## config.mk

```make
export PLATFORM = sky130hd
export DESIGN_NAME = data_proc_pipe
export DESIGN_NICKNAME = d
export VERILOG_FILES = /design/src/rtl/data_proc_pipe.sv
export SDC_FILE = /design/constraint.sdc
export NUM_CORES = 1
export LEC_CHECK = 0
export ABC_AREA = 1
export BUFFER_PORTS_ARGS = -buffer_cell sky130_fd_sc_hd__buf_2
export CAP_MARGIN = 20
export CORE_ASPECT_RATIO = 1.5
export CORE_MARGIN = 2
export CORE_UTILIZATION = 35
export CTS_CLUSTER_SIZE = 25
export DETAILED_ROUTE_END_ITERATION = 6
export SYNTH_ARGS = -nofsm -noshare
export SYNTH_HDL_FRONTEND = slang
export SYNTH_SLANG_ARGS = --single-unit
```

## constraint.sdc

```tcl
create_clock -name clk -period 2.3 [get_ports clk]
set_clock_uncertainty 0.15 [all_clocks]
set_input_delay 0.46 -clock clk [delete_from_list [all_inputs] [get_ports clk]]
set_output_delay 0.46 -clock clk [all_outputs]
set_load 0.1 [all_outputs]
```

## src/rtl/data_proc_pipe.sv

```systemverilog
// rtl/data_proc_pipe.sv - two-stage valid/ready signed ALU with persistent accumulator
// Optional clamp-on-overflow accumulator selected by `define DATA_PROC_SAT_EN.
module data_proc_pipe #(
  parameter int W     = 8,
  parameter int ACC_W = 12
) (
  input  logic                    clk,
  input  logic                    rst_n,
  input  logic                    in_valid,
  output logic                    in_ready,
  input  logic signed [W-1:0]     a,
  input  logic signed [W-1:0]     b,
  input  logic        [2:0]       op,
  output logic                    out_valid,
  input  logic                    out_ready,
  output logic signed [ACC_W-1:0] c,
  output logic                    sat
);

  logic                    s1_full;
  logic signed [W-1:0]     s1_a;
  logic signed [W-1:0]     s1_b;
  logic        [2:0]       s1_op;
  logic signed [ACC_W-1:0] acc;

  logic s2_load;
  logic s1_adv;
  logic in_fire;

  assign s2_load  = !out_valid || out_ready;
  assign s1_adv   = s1_full && s2_load;
  assign in_ready = !s1_full || s1_adv;
  assign in_fire  = in_valid && in_ready;

  // Operands widened to ACC_W so add/sub are exact (ACC_W >= W+1).
  logic signed [ACC_W-1:0] a_ext;
  logic signed [ACC_W-1:0] b_ext;
  logic signed [ACC_W-1:0] res_c;
  logic                    res_sat;
  logic signed [ACC_W-1:0] acc_nxt;

  assign a_ext = {{(ACC_W-W){s1_a[W-1]}}, s1_a};
  assign b_ext = {{(ACC_W-W){s1_b[W-1]}}, s1_b};

`ifdef DATA_PROC_SAT_EN
  logic signed [ACC_W:0] acc_sum;
  assign acc_sum = {acc[ACC_W-1], acc} + {a_ext[ACC_W-1], a_ext};
`endif

  always_comb begin
    res_c   = '0;
    res_sat = 1'b0;
    acc_nxt = acc;
    case (s1_op)
      3'd0: res_c = a_ext;
      3'd1: res_c = b_ext;
      3'd2: res_c = a_ext + b_ext;
      3'd3: res_c = a_ext - b_ext;
      3'd4: begin
`ifdef DATA_PROC_SAT_EN
        // Disagreeing top two bits of the widened sum means it left the ACC_W range.
        if (acc_sum[ACC_W] != acc_sum[ACC_W-1]) begin
          acc_nxt = acc_sum[ACC_W] ? {1'b1, {(ACC_W-1){1'b0}}} : {1'b0, {(ACC_W-1){1'b1}}};
          res_sat = 1'b1;
        end else begin
          acc_nxt = acc_sum[ACC_W-1:0];
        end
`else
        acc_nxt = acc + a_ext;
`endif
        res_c = acc_nxt;
      end
      3'd5: begin
        acc_nxt = '0;
        res_c   = '0;
      end
      3'd6: res_c = (s1_a > s1_b) ? a_ext : b_ext;
      3'd7: res_c = (s1_a < s1_b) ? a_ext : b_ext;
      default: res_c = '0;
    endcase
  end

  always_ff @(posedge clk or negedge rst_n) begin
    if (!rst_n) begin
      s1_full <= 1'b0;
      s1_a    <= '0;
      s1_b    <= '0;
      s1_op   <= '0;
    end else begin
      if (in_fire) begin
        s1_full <= 1'b1;
        s1_a    <= a;
        s1_b    <= b;
        s1_op   <= op;
      end else if (s1_adv) begin
        s1_full <= 1'b0;
      end
    end
  end

  // acc only moves when a beat actually lands in S2, so stalls never re-apply it.
  always_ff @(posedge clk or negedge rst_n) begin
    if (!rst_n) begin
      out_valid <= 1'b0;
      c         <= '0;
      acc       <= '0;
    end else if (s2_load) begin
      out_valid <= s1_full;
      if (s1_full) begin
        c   <= res_c;
        acc <= acc_nxt;
      end
    end
  end

`ifdef DATA_PROC_SAT_EN
  always_ff @(posedge clk or negedge rst_n) begin
    if (!rst_n) begin
      sat <= 1'b0;
    end else if (s2_load && s1_full) begin
      sat <= res_sat;
    end
  end
`else
  assign sat = 1'b0;
`endif

endmodule

```

== Word level (Yosys, flattened, before mapping) ==
Cells that the tools add are included.
Operators by class
  $add $sub $neg: 3
  $lt $le $gt $ge: 2
  equal/unequal tests: 7
  multiplexer cells: 6
  reduce and logical (&&, ||, !) cells: 11
Operators by type and width (count)
  12-bit case mux with 8 select lines: 1
  12-bit two-way mux: 2
  12-bit case mux with 2 select lines: 1
  12-bit by 8-bit adder with 12-bit output: 1
  3-bit == test (second input constant): 4
  8-bit by 8-bit adder with 9-bit output: 1
  8-bit by 8-bit subtractor with 9-bit output: 1
  8-bit > comparator: 1
  8-bit < comparator: 1
  3-bit by 2-bit == test with 1-bit output (second input constant): 2
  2-bit nonzero test: 2
  3-bit by 1-bit == test with 1-bit output (second input constant): 1
  3-bit logical NOT: 1
  3-bit AND reduction: 1
  1-bit logical AND: 2
  1-bit logical NOT: 2
  1-bit logical OR: 2
  1-bit two-way mux: 2
  2-bit AND reduction: 1
Word-level totals
  flip-flop bits (word level): 45
  bits of input ports: 23
  output and inout port bits: 15
  word-level logic and storage cells: 36

== Depth between registers and ports, before layout ==
Gate-level depths: netlist (run 1).
  word-level depth: 6
  gate-level depth with buffers: 16
  mapped depth without buffers: 15

== Least setup slack after synthesis (run 1) ==
No wires, ideal clock.
  path type: register to register
  start: register out_valid
  end: register s1_a[5]
  data arrival time: 2.837 ns
  slack: -0.811 ns
  stages on the path, launching flop included: 7
  clock period less this slack: 3.111 ns
  path through: dfrtp_1 -> inv_1 -> nor2_1 -> nand2_1 -> nand2_1 -> buf_2 -> mux2_2
On the way
  word-level cells in the longest chain between the ends: 5
Ends and longest elaborated chain
  start: declaration: RTL line 14  | output logic out_valid,
  start signal: assignment: RTL line 108  | out_valid <= s1_full;
  1-bit logical NOT: RTL line 30  | assign s2_load = !out_valid || out_ready;
  1-bit logical OR: RTL line 30
  1-bit logical AND: RTL line 31  | assign s1_adv = s1_full && s2_load;
  1-bit logical OR: RTL line 32  | assign in_ready = !s1_full || s1_adv;
  named net in_ready: RTL line 10  | output logic in_ready,
  1-bit logical AND: RTL line 33  | assign in_fire = in_valid && in_ready;
  end signal: assignment: RTL line 86  | s1_a <= '0;
  end signal: assignment: RTL line 92  | s1_a <= a;
  end: declaration: RTL line 21  | logic signed [W-1:0] s1_a;
The timed path passes the listed nets, and every way through them passes these cells.
A chain may end at the register's enable or synchronous reset.

== Worst setup path after layout (run 1) ==
  start: register s1_a[1]
  end: register c[3]
On the way
  word-level cells in the longest chain between the ends: 3
  elaborated cells between the ends (all ways): 8
Ends and longest elaborated chain
  8-bit < comparator or 8-bit > comparator (tied branches): RTL line 78, 77
  12-bit two-way mux (on tied branches): RTL line 78, 77
  12-bit case mux with 8 select lines *: RTL line 54  | case (s1_op)
  end signal: assignment: RTL line 110  | c <= res_c;
  end: declaration: RTL line 16  | output logic signed [ACC_W-1:0] c,
Every way passes the cells marked *; elsewhere a longest branch is shown, timed or not.

==> flow_summary_export.csv, run 1 <==
group,metric,value,unit
clock_tree,cts_inserted_buffers,5,
global_routing,grt-ovfl-total,0,
worst_setup_path,end_kind,"register",
global_routing,grt_max_degree,25,
floorplanning,core-area,10500,sq um
power_and_ir_drop,intPower,0.00285,W
logic_synthesis,synth.largest_area_cell,"dfrtp_1",
worst_setup_path,crit_start,"s1_a[1]",
floorplanning,ios,38,
routing,drtPass1Iterations,4,
cells_and_area,area_growth_syn_to_layout,35.0,%
global_routing,grt_pass1_wl,18500,um
power_and_ir_drop,combPwrFrac,0.663,
power_and_ir_drop,p_leak,2.60,nW
sta,maxSlewHeadroom,0.666,
sta,worst_pin_slew,0.499,ns
clock_tree,clock_latency,0.30,ns
sta,fin_crit_sh,0.977,
routing,routed_wirelength,12100,um
power_and_ir_drop,swShare,0.517,
logic_synthesis,ys_ff_latch,45,
flow_run,cap_violations,0,
status,outcome,"finished clean",
sta,whs,0.222,ns
worst_setup_path,path_common_cell,"nand2_1",
global_routing,first_global_vias,3815,
global_routing,antenna_found_initial,0,
global_routing,groute.usage.overall,0.211,
worst_setup_path,r2r_slack,0.05,ns
cells_and_area,layout-drive-gt1-share,0.334,
hold_path,min_from,"out_ready",
power_and_ir_drop,switching_power,0.00305,W
worst_setup_path,path_cells,"ha_1 -> nand2_2 -> inv_1 -> nand2_1 -> nand2_1 -> buf_4 -> xor2_1 -> nand2_1 -> o21ai_0 -> nor3_1 -> nand3_1 -> nand2_1 -> inv_1",
sta,fin_setup_tns,0,ns
cells_and_area,final_area,5080,sq um
place,placed_cells,770,
clock_tree,cts.sinks,45,
clock_tree,cts_buffer_depth,2,
worst_setup_path,cpPeakStageDelay,0.46,ns
logic_synthesis,ys_types,43,
floorplanning,initial_utilization,0.357,
cells_and_area,antenna_cells,0,
worst_setup_path,r2r-start,"s1_a[1]",
logic_synthesis,synth.top_cell.area_share,0.299,
power_and_ir_drop,ir_worst_vdd,0.630,mV
sta,finalCriticalPeriod,2.25,ns
cells_and_area,fin_nets,689,
cells_and_area,fin_cells,781,
power_and_ir_drop,power_frac_clock,0.126,
cells_and_area,regArea,1140,sq um
worst_setup_path,crit_type,"register to register",
place,dp_hpwl,9700,um
clock_tree,clkTransAtPathRegs,0.07,ns
cells_and_area,multi_input_area,2610,sq um
hold_path,hold-path-endpoint,"out_valid",
routing,ant_nets,0,
worst_setup_path,cp_slowest_cell,"dfrtp_2",
clock_tree,cts_root_buffer,"clkbuf_16",
floorplanning,die-area,11600,sq um
logic_synthesis,avgSynthCellArea,7.04,sq um
worst_setup_path,critPathMaxFanout,7,
routing,routed_via_density,4.83,
routing,drtIter0Drc,137,
cells_and_area,utilization,0.482,
worst_setup_path,critPathLaunchType,"register",
worst_setup_path,crit_arrival,2.30,ns
sta,setup_viol,0,
floorplanning,chipWidth,88.6,um
logic_synthesis,syn_inst,534,
power_and_ir_drop,seqPwrFrac,0.212,
sta,hold_violations,0,
place,io_buffers,36,
routing,vias,3773,
sta,max_freq,445,MHz
logic_synthesis,syn_nets,587,
routing,drc,0,
worst_setup_path,critical_path_required,2.35,ns
worst_setup_path,worst-r2r-cell-count,13,
logic_synthesis,ys.warnings.count,0,
logic_synthesis,yosysSeqAreaShare,0.299,
logic_synthesis,synth_area,3760,sq um
logic_synthesis,yosys-top-cells-area,"dfrtp_1 30%, nand2_1 14%, ha_1 9.0%, inv_1 7.4%, nor2_1 6.1%",
worst_setup_path,r2r_end,"c[3]",
cells_and_area,fill_cells,1044,
clock_tree,h-tree-depth,2,
power_and_ir_drop,power_density,1160,nW/um^2
routing,routedWlPerCell,15.5,um
hold_path,min_path_type,"input port to register",
place,place_area,4570,sq um
sta,rsz0062_at_grt,"yes",
hold_path,whs_path_depth,2,
place,place_congestion,0.938,
floorplanning,die_h,131,um
floorplanning,rows,46,
clock_tree,cts_tree,"yes",
sta,maxSlewViolCount,0,
[what timing repair did]
action,in CTS,in global routing
gates resized for setup,4,69
setup endpoints to repair,5,14
hold buffers,1,0
endpoints found under the hold margin,6,0
pin swaps,0,17
buffers inserted,0,2
gates cloned,0,0
[worst max-delay path, delay by kind of cell, from the launching register on]
family                     cells  cell delay [ns]
and+or+nand+nor                7             0.73
DFF                            1             0.46
adders and majority gates      1             0.34
buffers and inverters          3             0.28
xor gates and xnor gates       1             0.13
AOI/OAI and AO/OA              1             0.08
[worst max-delay path by stage]
| stage | depth (start not counted) | end | slack [ns] |
|---|---|---|---|
| floorplan | 6 | s1_a[5] | 0.01 |
| global placement | 15 | c[10] | -0.04 |
| detailed placement | 15 | c[9] | -0.08 |
| CTS | 15 | c[9] | 0.02 |
| global route | 14 | c[5] | -0.05 |
| finish | 13 | c[3] | 0.05 |
[sequential cells by signal, indices dropped and copies added (netlist names)]
name / count
s1_full: 1
out_valid: 1
s1_a: 8
c: 12
s1_op: 3
s1_b: 8
acc: 12
[layout make-up]
class,instances,share of cell area
Clock inverter,3,0.00419
Multi-Input combinational cell,400,0.514
Timing Repair Buffer,105,0.139
Sequential cell,45,0.224
Clock buffer,5,0.0246
Tap cell,144,0.0355
Inverter,79,0.0584
[stage by stage]
| stage | setup slack [ns] | power, W |
|---|---|---|
| 5_1_grt | -0.0482 | 0.00631 |
| 6_report | 0.0529 | 0.00590 |
| 3_3_place_gp | -0.0393 | 0.00470 |
| 4_1_cts | 0.0164 | 0.00551 |
| 2_1_floorplan | 0.0117 | 0.00370 |
| 3_5_place_dp | -0.0818 | 0.00474 |
[power by group through the flow]
stage / logic, W / clock network (W) / registers (W)
finish: 0.00391 / 0.000741 / 0.00125
global route: 0.00425 / 0.000788 / 0.00128
CTS: 0.00355 / 0.000750 / 0.00121
detailed placement: 0.00351 / 0 / 0.00122
global placement: 0.00349 / 0 / 0.00122
floorplan: 0.00174 / 0 / 0.00195
[cell families after synthesis]
group	after synthesis	synth area share
compound gates	64	0.0978
fa+ha+maj	30	0.106
flops	45	0.299
buf+inv	89	0.0948
xor+xnor	8	0.0186
simple gates	291	0.365
other cells	1	0.000997
mux	6	0.0180
[metal layers]
metal	global-route usage	up-vias	share of wire	routed length [um]
li1	-	1910	-	-
met1	0.234	1743	0.38	4620
met2	0.372	87	0.54	6560
met3	0.0270	33	0.032	386
met4	0.135	0	0.046	558
met5	0	-	0	0
[placed cells by master (no fill, tap or decap), drive strengths merged, types with 6 or more instances in the layout]
master  Yosys  final
nand3      42     42
a21oi      29     29
buf        10    104
nand4      12     12
ha         27     27
dfrtp      45     45
mux2        6      6
nor3        6      6
or2        11     11
nor2       66     66
nand2     148    148
o21ai      20     20
inv        79     80
[synthesized netlist by cell type (all sizes together)]
library cell,number
o21bai,2
a211oi,2
ha,27
nand4,12
nor3,6
xnor2,5
mux2,6
and3,1
a22o,4
o221ai,1
a21boi,1
or2,11
a21oi,29
inv,79
buf,10
o22ai,3
and2,1
dfrtp,45
fa,3
nand3,42
o211ai,1
conb,1
nand2,148
nor2,66
nand3b,4
o21ai,20
a31oi,1
xor2,3
(Power assumes the default switching activity.)
==> run 2: changes to the inputs <==
- clock period: 2.3 -> 2.7 ns (I/O delays scaled with it)
==> flow_summary_export.csv, run 2 (same netlist as run 1, synthesis figures left out) <==
group,metric,value,unit
worst_setup_path,critPathTopFamily,"simple AND/OR/NAND/NOR gates",
sta,worst_pin_slew,0.770,ns
clock_tree,cts_inserted_buffers,5,
cells_and_area,fill_cells,1120,
clock_tree,cts_buffer_depth,2,
power_and_ir_drop,p_leak,2.29,nW
global_routing,first_global_vias,3534,
sta,maxSlewViolCount,0,
global_routing,grt_pass1_wl,17500,um
cells_and_area,final_cell_mix,"141 x nand2_1, 74 x inv_1, 61 x nor2_1",
sta,fin_crit_sh,0.957,
floorplanning,core-area,10500,sq um
worst_setup_path,crit_arrival,2.64,ns
floorplanning,rows,46,
place,pre_cts_ws,0.129,ns
floorplanning,chipWidth,88.6,um
worst_setup_path,critPathMaxFanout,5,
worst_setup_path,end_kind,"register",
floorplanning,die_h,131,um
sta,maxSlewHeadroom,0.486,
routing,drtPass1Iterations,4,
status,outcome,"finished clean",
sta,setup_viol,0,
place,io_buffers,36,
worst_setup_path,cp_slowest_cell,"dfrtp_1",
routing,routedWlPerCell,15.0,um
place,dp_hpwl,8910,um
floorplanning,initial_utilization,0.357,
routing,routed_via_density,4.97,
clock_tree,post_cts_buffers,0,
routing,drc,0,
sta,rsz0062_at_grt,"no",
sta,setup_slack,0.115,ns
cells_and_area,utilization,0.409,
sta,finalCriticalPeriod,2.58,ns
cells_and_area,final_common_cell,"nand2_1",
cells_and_area,layout-drive-gt1-share,0.181,
clock_tree,cts_resized,0,
global_routing,antenna_found_initial,0,
power_and_ir_drop,ir_worst_vdd,0.458,mV
sta,hold_violations,0,
clock_tree,clock_latency,0.30,ns
clock_tree,cts_hold_buf,0,
worst_setup_path,critical_path_required,2.75,ns
cells_and_area,antenna_cells,0,
cells_and_area,fin_nets,631,
routing,routed_wirelength,10900,um
worst_setup_path,crit_type,"register to register",
sta,max_freq,387,MHz
routing,ant_nets,0,
clock_tree,cts_tree,"yes",
worst_setup_path,path_buf_inv,3,
flow_run,cap_violations,0,
sta,fin_setup_tns,0,ns
global_routing,groute.usage.overall,0.197,
clock_tree,cts.sinks,45,
worst_setup_path,path_cells,"ha_1 -> inv_1 -> fa_1 -> inv_1 -> nand3_1 -> nand3_1 -> xnor2_1 -> nor2_1 -> nor3_1 -> nand3_1 -> nand2_1 -> inv_1",
floorplanning,die-area,11600,sq um
cells_and_area,reg_top3,"acc (12), c (12)",
hold_path,min_path_type,"input port to asynchronous set/reset pin",
clock_tree,h-tree-depth,2,
clock_tree,clkTransAtPathRegs,0.07,ns
place,place_congestion,0.926,
worst_setup_path,critPathLaunchType,"register",
global_routing,grt-ovfl-total,0,
routing,drtIter0Drc,169,
cells_and_area,area_growth_syn_to_layout,14.5,%
floorplanning,ios,38,
worst_setup_path,cpPeakStageDelay,0.44,ns
power_and_ir_drop,power_density,1020,nW/um^2
routing,vias,3595,
power_and_ir_drop,finalPower,0.00439,W
sta,whs,0.156,ns
clock_tree,cts_root_buffer,"clkbuf_16",
global_routing,grt_max_degree,34,
-- run 2: per-stage QoR --
stage	cells	instance area [sq um]
2_1_floorplan	534	3760
3_5_place_dp	715	4150
3_3_place_gp	715	4150
4_1_cts	723	4300
6_report	723	4310
5_1_grt	723	4310
-- run 2: power breakdown --
part           internal (W)  total [W]  switching [W]
logic              0.000777    0.00271        0.00193
registers          0.000883    0.00104       0.000159
clock network      0.000348   0.000634       0.000286
-- run 2: final timing paths --
check | start | to | slack (ns) | cells after the start
max in group asynchronous | rst_n | s1_a[1] | 1.54 | 2
worst max register to register | s1_a[0] | c[4] | 0.12 | 12
worst min register to register | c[2] | c[2] | 0.33 | 2
worst max-delay path | s1_a[0] | c[4] | 0.12 | 12
worst min-delay path | rst_n | c[8] | 0.16 | 1
min in group clk | out_ready | out_valid | 0.31 | 2
-- run 2: metal layers --
layer | vias to the layer above | share of wire | global-route usage
met2 | 79 | 0.52 | 0.351
met1 | 1678 | 0.39 | 0.213
li1 | 1801 | - | -
met4 | 0 | 0.058 | 0.119
met5 | - | 0 | 0
met3 | 37 | 0.032 | 0.0358
-- run 2: cell type report --
type	count	area, sq um	area share
Clock buffer	5	125	0.0291
Clock inverter	3	25.0	0.00581
Inverter	79	297	0.0689
Multi-Input combinational cell	400	2290	0.531
Sequential cell	45	1130	0.262
Tap cell	144	180	0.0418
Timing Repair Buffer	47	263	0.0610
